===== config.mk =====
export PLATFORM = sky130hd
export DESIGN_NAME = div_unit
export DESIGN_NICKNAME = d
export VERILOG_FILES = /design/src/rtl/div_unit.sv
export SDC_FILE = /design/constraint.sdc
export NUM_CORES = 1
export LEC_CHECK = 0
export BUFFER_PORTS_ARGS = -buffer_cell sky130_fd_sc_hd__buf_2
export CAP_MARGIN = 20
export CORE_MARGIN = 5
export CORE_UTILIZATION = 60
export DETAILED_ROUTE_END_ITERATION = 6
export PLACE_DENSITY = 0.82
export SETUP_SLACK_MARGIN = 0.02
export SYNTH_ARGS = -nofsm -noshare
export SYNTH_HDL_FRONTEND = slang
export SYNTH_SLANG_ARGS = --single-unit

===== constraint.sdc =====
create_clock -name clk -period 6.3 [get_ports clk]
set_input_delay 0.315 -clock clk [delete_from_list [all_inputs] [get_ports clk]]
set_output_delay 0.315 -clock clk [all_outputs]
set_load 0.005 [all_outputs]

===== src/rtl/div_unit.sv =====
// div_unit: iterative 32-bit divider for DIV (signed) / DIVU (unsigned).
// One restoring radix-2 step per clock. The result is written to the
// HI/LO register as {remainder, quotient}.
//
// Ports:
//   clk           - clock, all state changes on the rising edge
//   rst           - synchronous active-high reset
//   start         - DIV/DIVU issued from execute (accepted only in IDLE)
//   flag_unsigned - 1 = DIVU, 0 = DIV (two's complement)
//   dividend      - rs operand
//   divisor       - rt operand
//   cancel        - pipeline flush; aborts the operation, suppresses done
//   stall         - combinational pipeline hold request
//   busy          - operation in progress (state != IDLE)
//   done          - one-cycle result-valid pulse
//   we_hilo       - HI/LO write enable, identical to done
//   reg_hilo_o    - registered {HI = remainder, LO = quotient}
module div_unit (
    input  logic        clk,
    input  logic        rst,
    input  logic        start,
    input  logic        flag_unsigned,
    input  logic [31:0] dividend,
    input  logic [31:0] divisor,
    input  logic        cancel,
    output logic        stall,
    output logic        busy,
    output logic        done,
    output logic        we_hilo,
    output logic [63:0] reg_hilo_o
);

    typedef enum logic [1:0] {IDLE, CALC, DONE} state_t;

    state_t      state, state_nxt;
    logic [5:0]  cnt;
    logic        op_unsigned;
    logic        sign_a;
    logic        sign_b;
    logic [31:0] mag_b;
    // Partial remainder in the upper half, dividend bits shifting out of
    // the lower half while quotient bits shift in behind them.
    logic [63:0] prem;

    logic        accept;
    logic [32:0] trial_top;
    logic        no_borrow;
    logic [31:0] trial_diff;
    logic [63:0] prem_step;
    logic [31:0] quo_fix;
    logic [31:0] rem_fix;

    function automatic logic [31:0] abs32(input logic signed [31:0] v);
        return v[31] ? -v : v;
    endfunction

    function automatic logic [31:0] neg_if(input logic neg, input logic [31:0] v);
        return neg ? (~v + 32'd1) : v;
    endfunction

    assign accept = (state == IDLE) && start && !cancel;

    // One restoring step. The shifted remainder can reach 33 bits, so the
    // trial compare uses prem[63:31]; the difference itself always fits in
    // 32 bits because it is smaller than the divisor magnitude.
    always_comb begin
        trial_top  = prem[63:31];
        no_borrow  = (trial_top >= {1'b0, mag_b});
        trial_diff = trial_top[31:0] - mag_b;
        prem_step  = no_borrow ? {trial_diff, prem[30:0], 1'b1}
                               : {prem[62:0], 1'b0};
        // Sign fix-up on the final step's result; 0x80000000 / -1 wraps
        // naturally because negating 0x80000000 yields itself.
        quo_fix    = neg_if(!op_unsigned && (sign_a ^ sign_b), prem_step[31:0]);
        rem_fix    = neg_if(!op_unsigned && sign_a, prem_step[63:32]);
    end

    always_comb begin
        state_nxt = state;
        unique case (state)
            IDLE: if (accept) state_nxt = (divisor == 32'd0) ? DONE : CALC;
            CALC: if (cnt == 6'd31) state_nxt = DONE;
            DONE: state_nxt = IDLE;
            default: state_nxt = IDLE;
        endcase
        if (cancel) state_nxt = IDLE;
    end

    always_ff @(posedge clk) begin
        if (rst) begin
            state      <= IDLE;
            cnt        <= 6'd0;
            reg_hilo_o <= 64'h0;
        end else begin
            state <= state_nxt;
            unique case (state)
                IDLE: begin
                    if (accept) begin
                        cnt <= 6'd0;
                        if (divisor == 32'd0)
                            reg_hilo_o <= {dividend, 32'hFFFF_FFFF};
                    end
                end
                CALC: begin
                    cnt <= cnt + 6'd1;
                    if (cnt == 6'd31 && !cancel)
                        reg_hilo_o <= {rem_fix, quo_fix};
                end
                default: ;
            endcase
        end
    end

    // Operand/datapath registers carry no reset; they are always loaded
    // when an operation is accepted.
    always_ff @(posedge clk) begin
        if (accept) begin
            op_unsigned <= flag_unsigned;
            sign_a      <= !flag_unsigned && dividend[31];
            sign_b      <= !flag_unsigned && divisor[31];
            mag_b       <= flag_unsigned ? divisor : abs32(divisor);
            prem        <= {32'h0, flag_unsigned ? dividend : abs32(dividend)};
        end else if (state == CALC) begin
            prem <= prem_step;
        end
    end

    assign busy    = (state != IDLE);
    assign done    = (state == DONE) && !cancel;
    assign we_hilo = done;
    assign stall   = !rst && (accept || (state == CALC));

endmodule


==> metrics.txt <==
# TYPE chip_impl_metric gauge
chip_impl_metric{name="dieWidth",unit="µm"} 151
chip_impl_metric{name="grt_usage",unit=""} 0.273
chip_impl_metric{name="io_buffers",unit=""} 136
chip_impl_metric{name="tritoncts.num_buffers",unit=""} 17
chip_impl_metric{name="via_count_of_the_first_global_routing_pass",unit=""} 9758
chip_impl_metric{name="setup_total_negative_slack",unit="ns"} 0
chip_impl_metric{name="critical_path_peak_fanout",unit=""} 15
chip_impl_metric{name="dpl_cell_area",unit="µm²"} 12600
chip_impl_metric{name="synth.avg_cell_area",unit="µm²"} 8.13
chip_impl_metric{name="synthCells",unit=""} 1458
chip_impl_metric{name="hold_fix_buffers_cts",unit=""} 0
chip_impl_metric{name="design.die.area",unit="µm²"} 22700
chip_impl_metric{name="setup-violations-final",unit=""} 0
chip_impl_metric{name="fin_util",unit=""} 0.679
chip_impl_metric{name="max_slew.worst_pin.slew",unit="ns"} 0.960
chip_impl_metric{name="tritoncts_num_sinks",unit=""} 171
chip_impl_metric{name="first_iter_violations",unit=""} 921
chip_impl_metric{name="post-route-period-util",unit=""} 0.772
chip_impl_metric{name="area_growth_syn_to_layout",unit="%"} 11.5
chip_impl_metric{name="ff_latch_count_synth",unit=""} 171
chip_impl_metric{name="finalMaxSlewViolations",unit=""} 0
chip_impl_metric{name="timing_hold_violations_final",unit=""} 0
chip_impl_metric{name="ir_drop",unit="µV"} 217
chip_impl_metric{name="clock-skew-final",unit="ns"} 0.0171
chip_impl_metric{name="synth-edff-count",unit=""} 67
chip_impl_metric{name="post_drt_via_cell_ratio",unit=""} 6.06
chip_impl_metric{name="wire_length_of_the_first_global_routing_pass",unit="µm"} 50100
chip_impl_metric{name="hold_slack",unit="ns"} 0.0700
chip_impl_info{name="clockRootBuffer",value="sky130_fd_sc_hd__clkbuf_16"} 1
chip_impl_metric{name="place.detailed.instances",unit=""} 1780
chip_impl_info{name="synth_flop_cell",value="sky130_fd_sc_hd__dfxtp_1"} 1
chip_impl_metric{name="cellLeakagePower",unit="nW"} 5.06
chip_impl_metric{name="period_needed",unit="ns"} 4.86
chip_impl_metric{name="setup_slack_after_layout",unit="ns"} 1.44
chip_impl_metric{name="maximum_number_of_pins_on_one_net_before_global_route_repair",unit=""} 74
chip_impl_metric{name="die_height",unit="µm"} 151
chip_impl_metric{name="antenna_found_initial",unit=""} 0
chip_impl_metric{name="finish.net_count",unit=""} 1642
chip_impl_metric{name="drtAntennaViolNets",unit=""} 0
chip_impl_metric{name="timing.slew.headroom",unit=""} 0.360
chip_impl_metric{name="firstDrtPassIters",unit=""} 5
chip_impl_metric{name="pre_cts_ws",unit="ns"} 1.50
chip_impl_info{name="criticalPathCategory",value="reg2reg"} 1
chip_impl_metric{name="post-cts-setup-buffer-count",unit=""} 0
chip_impl_metric{name="setup.reg_to_reg.worst_slack",unit="ns"} 1.44
chip_impl_metric{name="globalplace.congestion",unit=""} 0.963
chip_impl_info{name="critPathCaptureType",value="flip-flop"} 1
chip_impl_info{name="outcome",value="complete, no violations"} 1
chip_impl_metric{name="finish.cell_count_without_fillers",unit=""} 1815
chip_impl_metric{name="cp_data_arrival_time",unit="ns"} 5.20
chip_impl_metric{name="place.detailed.hpwl",unit="µm"} 23700
chip_impl_metric{name="number_of_library_cell_types_mapped_by_synthesis",unit=""} 82
chip_impl_metric{name="synth_seq_area_share",unit=""} 0.345
chip_impl_metric{name="clk_pin_slew_worst_paths",unit="ns"} 0.08
chip_impl_metric{name="postSynthNetCount",unit=""} 1565
chip_impl_metric{name="final_cell_area",unit="µm²"} 13200
chip_impl_metric{name="max-clock-path-buffers",unit=""} 2
chip_impl_info{name="grt_setup_unrepaired",value="false"} 1
chip_impl_metric{name="power_density",unit="nW/µm²"} 250
chip_impl_metric{name="cts_resized",unit=""} 0
chip_impl_info{name="holdCritPathClass",value="in2reg"} 1
chip_impl_metric{name="dr_total_vias",unit=""} 11007
chip_impl_metric{name="drc",unit=""} 0
chip_impl_metric{name="drt-wirelength-per-cell",unit="µm"} 17.3
chip_impl_metric{name="synth-async-reset-ratio",unit=""} 0
chip_impl_info{name="timing.critical_path.from_type",value="flip-flop"} 1
chip_impl_metric{name="cap_viol_max_count",unit=""} 0
chip_impl_metric{name="post-layout-total-power",unit="mW"} 3.31
chip_impl_metric{name="drt-total-wl",unit="µm"} 31400
chip_impl_metric{name="gr-total-overflow",unit=""} 0
chip_impl_metric{name="h_tree_lvls",unit=""} 4
chip_impl_metric{name="clock_insertion_delay_worst_skew",unit="ns"} 0.44
chip_impl_metric{name="pin_count",unit=""} 137
chip_impl_metric{name="core_area",unit="µm²"} 19500
chip_impl_metric{name="timing.fmax",unit="GHz"} 0.206
chip_impl_metric{name="worst_ep_required_time",unit="ns"} 6.64
chip_impl_metric{name="yosys_warnings",unit=""} 0
chip_impl_metric{name="floorplan.rows",unit=""} 51
chip_impl_metric{name="combined_area_of_all_synthesized_cells",unit="µm²"} 11900
chip_impl_info{name="cts_tree",value="built"} 1
chip_impl_metric{name="initial_core_util",unit=""} 0.609
chip_impl_metric{name="post_route_cells_drive_above_1_share",unit=""} 0.138
-- layer usage --
| layer | GRT usage | vias up | part of all wire | routed length (µm) |
|---|---|---|---|---|
| li1 | - | 5490 | - | - |
| met5 | 0 | - | 0 | 0 |
| met1 | 0.388 | 5090 | 0.46 | 14300 |
| met3 | 0.0346 | 23 | 0.069 | 2180 |
| met4 | 0.0639 | 0 | 0.014 | 448 |
| met2 | 0.446 | 404 | 0.46 | 14500 |
-- power by group --
group          internal (mW)  leakage [nW]  switching [mW]
clock network          0.541         0.288           0.514
registers               1.21          1.47          0.0602
logic                  0.357          3.30           0.624
-- area by class of cell --
type | instances | area (µm²)
Clock inverter | 14 | 151
Multi-Input combinational cell | 1135 | 7170
Fill cell | 1624 | 6240
Clock buffer | 18 | 439
Sequential cell | 171 | 4090
Tap cell | 265 | 332
Timing Repair Buffer | 151 | 806
Antenna cell | 2 | 5.00
Inverter | 59 | 221
-- worst paths after layout --
path                                      from        endpoint  cells past startpoint
worst min register to register  reg_hilo_o[36]  reg_hilo_o[36]                      2
worst max-delay path                 mag_b[21]  reg_hilo_o[58]                     17
worst max register to register       mag_b[21]  reg_hilo_o[58]                     17
worst min-delay path                    cancel        state[0]                      2
-- sequential cells by signal, indices dropped and copies added, names as in the netlist --
signal,count
cnt,6
mag_b,32
op_unsigned,1
prem,64
reg_hilo_o,64
sign_a,1
sign_b,1
state,2
-- cell usage in the layout (no fill, tap or decap), types with 60 or more instances in the layout --
cell type,n
sky130_fd_sc_hd__nor2_1,178
sky130_fd_sc_hd__nand2_1,137
sky130_fd_sc_hd__buf_2,136
sky130_fd_sc_hd__a21oi_1,106
sky130_fd_sc_hd__dfxtp_1,104
sky130_fd_sc_hd__o21ai_0,93
sky130_fd_sc_hd__xnor2_1,70
sky130_fd_sc_hd__edfxtp_1,67
sky130_fd_sc_hd__xor2_1,60
-- synthesized netlist by cell type (all sizes together), types with 11 or more instances --
master,instances,area [µm²]
nor4,16,100
o21a,14,105
a311oi,27,236
o31ai,19,189
nor3b,11,82.6
nand3,32,173
o211ai,12,90.1
inv,58,218
a21oi,113,607
o21ai,101,509
xor2,60,526
nor3,56,280
xnor2,70,613
nand4,16,115
or3,17,106
nand2,138,526
clkbuf,61,230
ha,37,463
nor2,178,668
and3,14,87.6
a31oi,14,87.6
mux2i,26,260
a211oi,57,428
edfxtp,67,2010
dfxtp,104,2080
buf,32,158
-- critical path: stages, from the launching register on --
cell and delay (ns):
sky130_fd_sc_hd__edfxtp_1 0.34, sky130_fd_sc_hd__inv_1 0.04, sky130_fd_sc_hd__ha_1 0.42, sky130_fd_sc_hd__nand4_1 0.20, sky130_fd_sc_hd__or4_1 0.55, sky130_fd_sc_hd__o31ai_2 0.27
sky130_fd_sc_hd__a21oi_2 0.10, sky130_fd_sc_hd__nand2_4 0.22, sky130_fd_sc_hd__mux2i_1 0.35, sky130_fd_sc_hd__ha_1 0.30, sky130_fd_sc_hd__nand2_1 0.11, sky130_fd_sc_hd__or2_2 0.33
sky130_fd_sc_hd__or4_1 0.46, sky130_fd_sc_hd__a21oi_4 0.26, sky130_fd_sc_hd__nand4_4 0.17, sky130_fd_sc_hd__o21ai_2 0.20, sky130_fd_sc_hd__xnor2_1 0.09, sky130_fd_sc_hd__a2111oi_2 0.35
-- cell families after synthesis --
kind of cell / share of synthesized area
compound gates: 0.236
fa+ha+maj: 0.0407
buf+inv: 0.0514
simple gates: 0.208
mux: 0.0229
flops: 0.345
xor+xnor: 0.0960
No activity file was read; power rests on OpenSTA's default activity.
